### src/rtl/difftest_snapshot_scheduler.sv
// difftest_snapshot_scheduler: periodic CSR snapshot requests, per-core buffering, round-robin serialisation to one sink
module difftest_snapshot_scheduler #(
  parameter int NUM_CORES = 4,
  parameter int TIMEOUT   = 1024
) (
  input  logic                     clock,
  input  logic                     reset,
  input  logic                     io_cfg_enable,
  input  logic [31:0]              io_cfg_interval,
  output logic [NUM_CORES-1:0]     io_snap_req,
  input  logic [NUM_CORES-1:0]     io_req_valid,
  output logic [NUM_CORES-1:0]     io_req_ready,
  input  logic [64*NUM_CORES-1:0]  io_req_minstret,
  input  logic [64*NUM_CORES-1:0]  io_req_mcycle,
  output logic                     io_out_enable,
  output logic [63:0]              io_out_minstret,
  output logic [63:0]              io_out_mcycle,
  output logic [7:0]               io_out_coreid,
  output logic                     io_busy,
  output logic                     io_round_done,
  output logic [15:0]              io_overrun_cnt,
  output logic [15:0]              io_timeout_cnt
);
  localparam int IW = $clog2(NUM_CORES);
  localparam logic [IW:0] NC = (IW+1)'(NUM_CORES);
  localparam logic [IW-1:0] LAST = IW'(NUM_CORES - 1);
  typedef enum logic {IDLE, ACTIVE} state_t;
  state_t state, state_n;
  logic [31:0] cnt, tmo;
  logic [NUM_CORES-1:0] pending, slot_full, hs, gnt_mask;
  logic [63:0] slot_mi [NUM_CORES];
  logic [63:0] slot_mc [NUM_CORES];
  logic [IW-1:0] rr, gnt;
  logic [IW:0] sum;
  logic gnt_v, run, tick, tmo_hit, drained;
  assign run = io_cfg_enable && io_cfg_interval != 32'd0;
  assign tick = run && cnt == io_cfg_interval - 32'd1;
  assign io_req_ready = pending & ~slot_full;
  assign hs = io_req_valid & io_req_ready;
  assign io_busy = state == ACTIVE;
  assign tmo_hit = tmo == 32'(TIMEOUT - 1);
  assign drained = pending == '0 && slot_full == '0;
  assign gnt_mask = gnt_v ? NUM_CORES'(1) << gnt : '0;
  always_comb begin
    state_n = (state == IDLE && tick) ? ACTIVE : (state == ACTIVE && drained) ? IDLE : state;
    io_snap_req = {NUM_CORES{state == IDLE && tick}};
  end
  // scan downwards so the full slot closest to rr (smallest offset) wins
  always_comb begin
    gnt_v = 1'b0;
    gnt = '0;
    sum = '0;
    for (int k = NUM_CORES - 1; k >= 0; k--) begin
      sum = {1'b0, rr} + (IW+1)'(k);
      if (sum >= NC) sum = sum - NC;
      if (slot_full[sum[IW-1:0]]) begin
        gnt_v = 1'b1;
        gnt = sum[IW-1:0];
      end
    end
  end
  always_ff @(posedge clock) begin
    if (reset) state <= IDLE;
    else state <= state_n;
  end
  always_ff @(posedge clock) begin
    for (int i = 0; i < NUM_CORES; i++) begin
      if (hs[i]) begin
        slot_mi[i] <= io_req_minstret[64*i +: 64];
        slot_mc[i] <= io_req_mcycle[64*i +: 64];
      end
    end
  end
  always_ff @(posedge clock) begin
    if (reset) begin
      cnt <= '0;
      tmo <= '0;
      pending <= '0;
      slot_full <= '0;
      rr <= '0;
      io_out_enable <= 1'b0;
      io_out_minstret <= '0;
      io_out_mcycle <= '0;
      io_out_coreid <= '0;
      io_round_done <= 1'b0;
      io_overrun_cnt <= '0;
      io_timeout_cnt <= '0;
    end else begin
      cnt <= (!run || cnt >= io_cfg_interval - 32'd1) ? '0 : cnt + 32'd1;
      slot_full <= (slot_full & ~gnt_mask) | hs;
      io_out_enable <= gnt_v;
      if (gnt_v) begin
        io_out_minstret <= slot_mi[gnt];
        io_out_mcycle <= slot_mc[gnt];
        io_out_coreid <= 8'(gnt);
        rr <= gnt == LAST ? '0 : gnt + IW'(1);
      end
      io_round_done <= state == ACTIVE && drained;
      if (state == IDLE) begin
        if (tick) begin
          pending <= '1;
          tmo <= '0;
        end
      end else begin
        tmo <= tmo + 32'd1;
        pending <= tmo_hit ? '0 : pending & ~hs;
        if (tmo_hit && io_timeout_cnt != 16'hFFFF) io_timeout_cnt <= io_timeout_cnt + 16'd1;
        if (tick && io_overrun_cnt != 16'hFFFF) io_overrun_cnt <= io_overrun_cnt + 16'd1;
      end
    end
  end
endmodule

### config.mk
export PLATFORM = sky130hd
export DESIGN_NAME = difftest_snapshot_scheduler
export DESIGN_NICKNAME = d
export VERILOG_FILES = /design/src/rtl/difftest_snapshot_scheduler.sv
export SDC_FILE = /design/constraint.sdc
export NUM_CORES = 1
export LEC_CHECK = 0
export ABC_AREA = 1
export BUFFER_PORTS_ARGS = -buffer_cell sky130_fd_sc_hd__clkbuf_2
export CAP_MARGIN = 20
export CORE_MARGIN = 2
export CORE_UTILIZATION = 23
export CTS_BUF_LIST = sky130_fd_sc_hd__clkbuf_4 sky130_fd_sc_hd__clkbuf_8
export DETAILED_ROUTE_END_ITERATION = 10
export GPL_TIMING_DRIVEN = 0
export PLACE_DENSITY_LB_ADDON = 0.12
export SLEW_MARGIN = 10
export SYNTH_ARGS = -nofsm -noshare
export SYNTH_HDL_FRONTEND = slang
export SYNTH_SLANG_ARGS = --single-unit
### constraint.sdc
create_clock -name clock -period 7.1 [get_ports clock]
set_input_delay 0.355 -clock clock [delete_from_list [all_inputs] [get_ports clock]]
set_output_delay 0.355 -clock clock [all_outputs]
set_load 0.1 [all_outputs]
==> results by group <==
STA
  • Maximum achievable frequency: 0.2071 GHz
  • Setup TNS: 0 ns
  • Period utilization: 0.6799
  • Post-layout min period: 4.827 ns
  • RSZ-0062 raised after global routing: false
  • Final setup vio count: 0
  • Rel. slew slack: 0.3692
  • Skew final: 0.06052 ns
  • Endpoints failing hold: 0
  • Pins over their slew limit: 0
  • Post-route setup slack: 2.273 ns
  • Worst slew pin tran: 0.9463 ns

Die
  • Row cnt: 142
  • Chip height: 391.8 um
  • Core Area: 149,600 sq um
  • Initial Util: 0.2313
  • Die area: 153,500 sq um
  • Ports: 730
  • Die width: 391.8 um

Clocking
  • Post-CTS Setup Bufs: 0
  • Clock sinks: 751
  • CTS H-tree depth: 4
  • Inserted Clock Buffers: 151
  • Clk buf depth: 3
  • CTS tree: built
  • Clk Latency, worst-skew pair: 0.87 ns
  • Root buffer cell: clkbuf_8
  • Reg clk slew, reported paths: 0.06 ns

Finish
  • Number of fill cells: 15,941
  • Non-filler cells, final: 7,386
  • Layout cells sized above 1: 0.2142
  • Final Util: 0.3296
  • Nets: 5,816
  • Layout area overhead: 42.50%

Critical path
  • Startpoint types: input pin
  • Critical path, cell by cell: clkbuf_2 -> inv_1 -> ha_1 -> nand2_1 -> nor2_1 -> nand2_1 -> nor4_1 -> nand3_1 -> xor2_1 -> ha_1 -> nand4_1 -> nor3_1 -> nand2_1 -> nor2_1 -> and2_1 -> nand2_2 -> buf_2 -> inv_1 -> buf_4 -> clkbuf_2
  • CP dominant cell by count: nand2_1
  • Critical path peak fanout: 10
  • CP Capture Type: primary output
  • WP data arrival: 4.47 ns
  • Crit-path slowest cell: clkbuf_2
  • WP data required: 6.74 ns
  • Critical path class: in2out
  • CP peak stage delay: 0.44 ns

Synth
  • Most frequent cell after synthesis: inv_1
  • Cell taking the most area after synthesis: edfxtp_1
  • Post-Syn Area: 34,600 sq um
  • Synth async-reset ratio: 0
  • Top cell type's share of synthesized area: 0.4444
  • Synth area leaders: edfxtp_1 (44%), dfxtp_1 (14%), nand3_1 (8.7%)
  • List of most frequent post-synthesis cells: inv_1 (778), nand2_1 (691), nand3_1 (599), edfxtp_1 (512), dfxtp_1 (239)
  • Seq cells post-synth: 751
  • Post-synthesis sequential area ratio: 0.5827
  • Synth warnings: 0
  • Synth Flop Type: edfxtp_1
  • EDFF count, synth: 512
  • Synthesized area per cell: 9.054 sq um
  • Post-Syn Instances: 3,821
  • Post-synth cell types: 37

Power
  • Sw Pwr: 7002 uW
  • Sequential share of power: 0.321
  • Comb pwr share: 0.379
  • Clk pwr share: 0.300
  • Sw Share: 0.4391
  • PD cells: 323.5 nW/um^2
  • Pint: 8945 uW
  • Lkg Pwr: 0.02226 uW
  • Max VDD drop: 0.2156 mV

Routing
  • Routed Antenna Nets: 0
  • 1st-pass router iterations: 6
  • Vias: 30,945
  • Met3 WL post-DR: 9.019 mm
  • Met2 Wirelength: 71.27 mm
  • Vias/cell: 4.190
  • Top layer in use: met5
  • M1 WL: 63.11 mm
  • DR WL/cell: 20.02 um
  • Iteration-0 DRC Markers: 1,589
  • Routed wire length: 147.9 mm
  • Drt drc: 0

Placed design
  • Post-DP HPWL: 108.0 mm
  • Cells after DPL: 6,568
  • Buffers on Ports: 722
  • GP Congestion: 0.8208
  • Pre-CTS setup slack: 2.263 ns

Hold path
  • Hold crit path type: in2reg

GRT
  • GR Overflow Total: 0
  • Pin count of the biggest net entering global routing: 83
  • GRT Util Overall: 0.1890
  • Vias in the first global route: 31,722
  • Initial antenna violation count: 36
  • First-pass GRT wire length: 210.7 mm

Run status
  • Status: finished clean

Flow run
  • Max Cap Viol: 0
worst paths after layout:
kind	startpoint	endpoint	slack, ns	cells after the start
worst max-delay path	io_cfg_interval[0]	io_snap_req[0]	2.27	20
worst min-delay path	io_req_minstret[24]	slot_mi[0][24]$_DFFE_PP_	0.20	2
worst max register to register	rr[0]$_SDFFE_PP0P_	io_out_minstret[61]$_SDFFE_PP0P_	4.18	15
worst min register to register	tmo[4]$_SDFFE_PP0P_	tmo[4]$_SDFFE_PP0P_	0.48	2
flip-flops by register name (all words and copies together) (netlist names):
signal and count:
slot_mi 256, io_out_mcycle 64, pending 4, tmo 32
rr 2, io_overrun_cnt 16, io_out_coreid 2, io_round_done 1
io_busy 1, io_out_enable 1, slot_mc 256, io_timeout_cnt 16
io_out_minstret 64, cnt 32, slot_full 4
layout by cell type, fill, tap and decap left out, drive strengths merged, types with 2 or more instances in the layout:
cell type	count
clkinv	36
or2	10
nor4	19
nand3b	132
nor3	58
edfxtp	512
diode	21
inv	791
buf	147
dlygate4sd3	518
bufinv	6
nand4	50
o211ai	2
clkbuf	1004
ha	42
xnor2	32
and3	2
nor2	152
xor2	55
clkinvlp	4
nand3	600
a21oi	89
nand2	695
dfxtp	239
conb	6
o21ai	141
cell families after synthesis:
group,synth area share
AOI/OAI and AO/OA,0.03475
xor gates and xnor gates,0.02202
adders and majority gates,0.01519
buffers and inverters,0.1137
DFF,0.5827
other,0.0001084
and+or+nand+nor,0.2316
power groups by stage:
stage / combinational, uW / sequential [uW] / clock [uW]
5_1_grt: 6490 / 5160 / 5140
6_report: 6040 / 5130 / 4780
2_1_floorplan: 1910 / 7240 / 0
3_3_place_gp: 5870 / 5210 / 0
4_1_cts: 6140 / 5120 / 4960
3_5_place_dp: 5870 / 5210 / 0
metal layers:
metal | global-route usage | vias to the layer above
met1 | 0.2328 | 14598
met4 | 0.06685 | 16
met5 | 0 | -
met2 | 0.3208 | 846
li1 | - | 15238
met3 | 0.04465 | 247
cell type report:
cell class	instances	area, sq um	area share
Inverter	784	2975	0.06035
Buffer	199	989.7	0.02007
Tap cell	2016	2522	0.05116
Clock inverter	53	452.9	0.009187
Multi-Input combinational cell	2092	10520	0.2135
Timing Repair Buffer	1244	8909	0.1807
Clock buffer	226	2716	0.05510
Antenna cell	21	52.55	0.001066
Sequential cell	751	20160	0.4089
metrics by stage:
stage          hold WS [ns]  area [sq um]  total power (uW)
2_1_floorplan        0.4410         34620              9145
3_3_place_gp         0.4621         40750             11080
3_5_place_dp         0.4661         40890             11080
4_1_cts             0.05137         49250             16220
5_1_grt              0.1027         49280             16800
6_report             0.1960         49300             15950
what timing repair did:
item,in CTS,in global routing
resized for setup,0,0
hold endpoints to repair,518,0
hold buffers,518,0
worst max-delay path: cells and delay by family:
family        cells  cell delay [ns]
xor+xnor          1             0.19
fa+ha+maj         2             0.52
buf+inv           6             1.30
simple gates     11             2.07
Note: power is estimated with default switching activity, not from simulation.
